==> src/rtl/bug_ctl.sv <==
// ----------------------------------------------------------------------------
// bug_ctl
// Bug position/orientation controller for the sprite drawing stage. The four
// direction keys are sampled once every FRAME_DIV frames, at the start of
// vertical blanking. On each of those samples the bug moves by STEP pixels and
// is clamped inside the visible area. Position and rotation are registered, so
// they stay stable for a whole frame.
//
// Ports
//   pclk       in   pixel clock; all logic runs on the rising edge
//   reset      in   synchronous, active-high reset
//   vblnk_in   in   vertical blanking from the timing chain
//   start      in   pulse: reload the start position and enter RUN
//   stop       in   pulse: freeze the bug and enter IDLE (wins over start)
//   key_up     in   level, move up    (highest priority)
//   key_down   in   level, move down
//   key_left   in   level, move left
//   key_right  in   level, move right (lowest priority)
//   x_bugpos   out  sprite left edge
//   y_bugpos   out  sprite top edge
//   rotation   out  00 up, 01 right, 10 down, 11 left
//   moving     out  high while in RUN and a key was held at the last move event
//   wall_hit   out  one-cycle pulse when a move was clamped at an edge
// ----------------------------------------------------------------------------
module bug_ctl #(
    parameter int SCREEN_W  = 800,
    parameter int SCREEN_H  = 600,
    parameter int BUG_W     = 53,
    parameter int BUG_H     = 54,
    parameter int STEP      = 2,
    parameter int FRAME_DIV = 2,
    parameter int X_START   = 373,
    parameter int Y_START   = 273
) (
    input  logic        pclk,
    input  logic        reset,
    input  logic        vblnk_in,
    input  logic        start,
    input  logic        stop,
    input  logic        key_up,
    input  logic        key_down,
    input  logic        key_left,
    input  logic        key_right,
    output logic [11:0] x_bugpos,
    output logic [11:0] y_bugpos,
    output logic [1:0]  rotation,
    output logic        moving,
    output logic        wall_hit
);

    typedef enum logic {StIdle, StRun} state_t;

    localparam logic signed [12:0] X_MAX    = 13'(SCREEN_W - BUG_W);
    localparam logic signed [12:0] Y_MAX    = 13'(SCREEN_H - BUG_H);
    localparam logic signed [12:0] STEP_S   = 13'(STEP);
    localparam logic [11:0]        X_INIT   = 12'(X_START);
    localparam logic [11:0]        Y_INIT   = 12'(Y_START);
    localparam logic [3:0]         DIV_LAST = 4'(FRAME_DIV - 1);

    localparam logic [1:0] RotUp    = 2'b00;
    localparam logic [1:0] RotRight = 2'b01;
    localparam logic [1:0] RotDown  = 2'b10;
    localparam logic [1:0] RotLeft  = 2'b11;

    state_t      r_state, w_state_nxt;
    logic [3:0]  r_cnt, w_cnt_nxt;
    logic [11:0] r_x, w_x_nxt;
    logic [11:0] r_y, w_y_nxt;
    logic [1:0]  r_rot, w_rot_nxt;
    logic        r_moving, w_moving_nxt;
    logic        r_wall, w_wall_nxt;
    logic        r_vblnk_d;

    logic               w_frame_tick;
    logic               w_key_any;
    logic signed [12:0] w_dx, w_dy;
    logic signed [12:0] w_x_raw, w_y_raw;
    logic [11:0]        w_x_clamp, w_y_clamp;
    logic               w_clamped;
    logic [1:0]         w_key_rot;

    // Rising edge of vblnk only, so a held-high vblnk gives one tick.
    assign w_frame_tick = vblnk_in & ~r_vblnk_d;
    assign w_key_any    = key_up | key_down | key_left | key_right;

    // Step and rotation for the highest-priority held key.
    always_comb begin
        w_dx      = '0;
        w_dy      = '0;
        w_key_rot = r_rot;
        if (key_up) begin
            w_dy      = -STEP_S;
            w_key_rot = RotUp;
        end else if (key_down) begin
            w_dy      = STEP_S;
            w_key_rot = RotDown;
        end else if (key_left) begin
            w_dx      = -STEP_S;
            w_key_rot = RotLeft;
        end else if (key_right) begin
            w_dx      = STEP_S;
            w_key_rot = RotRight;
        end
    end

    // Signed 13-bit candidate position, clamped to the visible area.
    always_comb begin
        w_x_raw   = $signed({1'b0, r_x}) + w_dx;
        w_y_raw   = $signed({1'b0, r_y}) + w_dy;
        w_clamped = 1'b0;
        w_x_clamp = w_x_raw[11:0];
        w_y_clamp = w_y_raw[11:0];
        if (w_x_raw < $signed(13'd0)) begin
            w_x_clamp = '0;
            w_clamped = 1'b1;
        end else if (w_x_raw > X_MAX) begin
            w_x_clamp = X_MAX[11:0];
            w_clamped = 1'b1;
        end
        if (w_y_raw < $signed(13'd0)) begin
            w_y_clamp = '0;
            w_clamped = 1'b1;
        end else if (w_y_raw > Y_MAX) begin
            w_y_clamp = Y_MAX[11:0];
            w_clamped = 1'b1;
        end
    end

    // Next-state logic: stop beats start, start beats a frame tick.
    always_comb begin
        w_state_nxt  = r_state;
        w_cnt_nxt    = r_cnt;
        w_x_nxt      = r_x;
        w_y_nxt      = r_y;
        w_rot_nxt    = r_rot;
        w_moving_nxt = r_moving;
        w_wall_nxt   = 1'b0;

        case (r_state)
            StIdle: begin
                w_moving_nxt = 1'b0;
                if (!stop && start) begin
                    w_state_nxt = StRun;
                    w_cnt_nxt   = '0;
                    w_x_nxt     = X_INIT;
                    w_y_nxt     = Y_INIT;
                    w_rot_nxt   = RotUp;
                end
            end
            StRun: begin
                if (stop) begin
                    w_state_nxt  = StIdle;
                    w_moving_nxt = 1'b0;
                end else if (start) begin
                    w_cnt_nxt    = '0;
                    w_x_nxt      = X_INIT;
                    w_y_nxt      = Y_INIT;
                    w_rot_nxt    = RotUp;
                    w_moving_nxt = 1'b0;
                end else if (w_frame_tick) begin
                    if (r_cnt == DIV_LAST) begin
                        w_cnt_nxt    = '0;
                        w_moving_nxt = w_key_any;
                        if (w_key_any) begin
                            w_x_nxt    = w_x_clamp;
                            w_y_nxt    = w_y_clamp;
                            w_rot_nxt  = w_key_rot;
                            w_wall_nxt = w_clamped;
                        end
                    end else begin
                        w_cnt_nxt = r_cnt + 4'd1;
                    end
                end
            end
            default: begin
                w_state_nxt = StIdle;
            end
        endcase
    end

    always_ff @(posedge pclk) begin
        if (reset) begin
            r_state   <= StIdle;
            r_cnt     <= '0;
            r_x       <= X_INIT;
            r_y       <= Y_INIT;
            r_rot     <= RotUp;
            r_moving  <= 1'b0;
            r_wall    <= 1'b0;
            r_vblnk_d <= 1'b0;
        end else begin
            r_state   <= w_state_nxt;
            r_cnt     <= w_cnt_nxt;
            r_x       <= w_x_nxt;
            r_y       <= w_y_nxt;
            r_rot     <= w_rot_nxt;
            r_moving  <= w_moving_nxt;
            r_wall    <= w_wall_nxt;
            r_vblnk_d <= vblnk_in;
        end
    end

    assign x_bugpos = r_x;
    assign y_bugpos = r_y;
    assign rotation = r_rot;
    assign moving   = r_moving;
    assign wall_hit = r_wall;

endmodule
==> config.mk <==
export PLATFORM = sky130hd
export DESIGN_NAME = bug_ctl
export DESIGN_NICKNAME = d
export VERILOG_FILES = /design/src/rtl/bug_ctl.sv
export SDC_FILE = /design/constraint.sdc
export NUM_CORES = 1
export LEC_CHECK = 0
export ABC_AREA = 1
export CORE_ASPECT_RATIO = 1.25
export CORE_MARGIN = 1.5
export CORE_UTILIZATION = 40
export DETAILED_ROUTE_END_ITERATION = 16
export SKIP_CTS_REPAIR_TIMING = 1
export SYNTH_ARGS = -nofsm -noshare
export SYNTH_HDL_FRONTEND = slang
export SYNTH_SLANG_ARGS = --single-unit
==> constraint.sdc <==
create_clock -name pclk -period 6.86 [get_ports pclk]
set_input_delay 0.686 -clock pclk [delete_from_list [all_inputs] [get_ports pclk]]
set_output_delay 0.686 -clock pclk [all_outputs]
set_load 0.005 [all_outputs]
==> results.txt <==
setup_tns: 0 ns
delay-heaviest family, CP: buffers and inverters
CTS Buf Count: 5
Max stage delay cell, worst path: clkdlybuf4s50_1
largest family of logic cells by synthesized area: simple AND/OR/NAND/NOR gates
largest net degree at the start of global routing: 24
status: complete, no violations
relative max-transition margin: 46.0%
CP Cell Sequence: clkdlybuf4s50_1, inv_1, nand2_1, ha_1, fa_1, a21oi_1, xor2_1, nand2_1, a21oi_1, nand2_1, nand2_1, nand2_1, nor2_1, nand3_1, nand2_1, inv_1
mux cell area share after synthesis: 0%
Placeable Area: 0.00652 mm^2
Starting Density: 41.1%
crit-path max cell delay: 0.78 ns
vias in the first global route: 2,474
Pins Over Slew Limit: 0
# IOs: 37
Post-synth EDFFs: 0
CP bufs+invs: 3
critical-path maximum fanout: 14
die width: 76.3 um
max_cap viols: 0
GRT overflow: 0
synthesized net count: 417
post-place setup slack: 2.69 ns
Placed Cells: 510
Final Non-Filler Cells: 517
Syn Inst Count: 391
GRT Resource Usage Total: 19.7%
Worst Setup SP: key_up
top post-synthesis cells by count: nand2_1, inv_1, dfxtp_1, a21oi_1, nor2_1
Area Overhead vs Synth: 18.3%
Yosys warning count: 0
H-tree levels: 2
PortBufs: 36
Setup crit end kind: flip-flop
Num Clock Sinks: 34
RSZ-0062 raised after global routing: no
Sequential Area: 681 um^2
Max rail drop VDD: 56.7 uV
#FFs+latches synth: 34
CP Data Arrival Time: 4.03 ns
Post-synth top flop: dfxtp_1
Antenna Cells: 0
drt first pass iters: 4
first-pass GRT wire length: 11,400 um
adder-cell share of the synthesized area: 8.21%
Clk pin slew, worst setup/hold paths: 0.07 ns
initial antenna violation count: 0
most common cell in the netlist: nand2_1
ratio of cells with drive above 1 in the final layout: 11.4%
area taken by multi-input logic gates: 0.00172 mm^2
RD Place Congestion: 0.879
Synth Area in Compound Gates: 15.8%
drt first-iter violations: 90
Fin. Hold Viols: 0
Synth top area share: 25.4%
Avg WL per Cell: 13.3 um
period utilisation layout: 56.1%
vias post-DR: 2,587
R2R Path Start: r_state
setup ws final: 3.01 ns
Leak: 1.46 nW
Layout Skew: 0.00506 ns
sequential-to-total area share from yosys stat: 25.4%
total placed instance area: 0.00310 mm^2
root cell of the clock tree: clkbuf_8
Post-Synth Simple-Gate Area: 34.3%
post-DR vias/cell: 5.00
clock buffer depth: 2
final WL: 6880 um
CP Class: input port to flip-flop
Mean Syn Cell Area: 6.86 um^2
Cell Rows: 33
die footprint: 0.00721 mm^2
Synth area leaders: dfxtp_1, nand2_1, inv_1
critical path required time: 7.04 ns
pwr dens: 148 mW/mm^2
height of the die: 94.6 um
# nets final: 456
finished layout cell area: 0.00317 mm^2
Final HPWL DP: 5400 um
final setup fails: 0
post-synth cell types: 40
# fillers: 734
detailed-route DRC error count: 0
cell taking the most area after synthesis: dfxtp_1
Post-Synth XOR/XNOR Area: 5.87%
Tightest Pin Transition: 0.809 ns
mapped cell area: 0.00268 mm^2
worst hold start: x_bugpos[11]
minimum hold slack: 0.480 ns
TritonCTS clock tree: done
CP startpoint kind: input port
async set-reset flop share out of synthesis: 0%
Skew-Pair Late Insertion Delay: 0.28 ns
HP Class: flip-flop to flip-flop
Peak Freq: 260 MHz
Critical Path Most Common Cell: nand2_1
fin crit period: 3.85 ns
DRT antenna net count: 0
[cell usage in the layout (no fill, tap or decap), types with 3 or more instances in the layout]
cell type	netlist	layout
a21o_1	3	3
o21ai_1	4	4
xor2_1	13	13
nand3_1	19	19
o211ai_1	3	3
o21ai_0	8	8
clkdlybuf4s50_1	0	36
nand3b_1	3	3
nand2_1	101	101
nand2_4	6	6
a21oi_2	4	4
a211oi_1	3	3
clkbuf_8	2	5
nand4_1	5	5
ha_1	16	16
nor2_1	30	30
a21oi_1	32	32
dfxtp_1	34	34
inv_1	55	55
nor2_2	4	4
nor2_4	5	5
a31oi_1	3	3
nor3_1	4	4
nand2_2	11	11
[worst register-to-register path, stage by stage (launching register included)]
cell	delay [ns]
dfxtp_1	0.30
inv_1	0.06
nor2_1	0.10
inv_1	0.15
nor2_1	0.07
nor2_2	0.20
inv_1	0.11
a21oi_2	0.46
inv_1	0.55
nor3_1	0.38
o21ai_1	0.14
a21oi_1	0.15
[path summary, 6_finish.rpt]
kind,slack (ns),cells past startpoint,to
max,3.01,16,wall_hit
min,0.48,2,x_bugpos[11]
max reg2reg,4.11,11,x_bugpos[3]
min reg2reg,0.48,2,x_bugpos[11]
[registers in the layout (all words and copies together), names as in the netlist]
signal,cells
moving,1
r_cnt,4
r_state,1
r_vblnk_d,1
rotation,2
wall_hit,1
x_bugpos,12
y_bugpos,12
[metrics by stage]
| step | util [%] | power, mW |
|---|---|---|
| after floorplan | - | 0.299 |
| after global placement | 47.5 | 0.332 |
| after detailed placement | 47.5 | 0.332 |
| after CTS | 48.7 | 0.476 |
| after global routing | 48.7 | 0.496 |
| final | 48.7 | 0.468 |
[logic make-up after synthesis]
group,count (synthesis)
buffers and inverters,63
xor gates and xnor gates,15
DFF,34
and+or+nand+nor,193
adders and majority gates,17
AOI/OAI and AO/OA,69
[final cells by class]
| cell class | count | share of cell area (%) |
|---|---|---|
| Multi-Input combinational cell | 294 | 54.2 |
| Sequential cell | 34 | 21.4 |
| Timing Repair Buffer | 37 | 11.6 |
| Inverter | 58 | 6.94 |
| Tap cell | 87 | 3.43 |
| Clock buffer | 7 | 2.40 |
[routing by layer]
metal	up-vias	global-route usage [%]	wire, um
met1	1176	22.2	2960
li1	1347	-	-
met5	-	0	0
met2	45	36.6	3530
met4	0	8.95	199
met3	19	2.71	186
[power by group]
group          leakage (nW)  switching [mW]  internal (mW)  total, mW
logic                  1.15          0.0742         0.0451      0.119
registers             0.276         0.00571          0.203      0.209
clock network        0.0383          0.0703         0.0699      0.140
No activity file was read; power rests on OpenSTA's default activity.
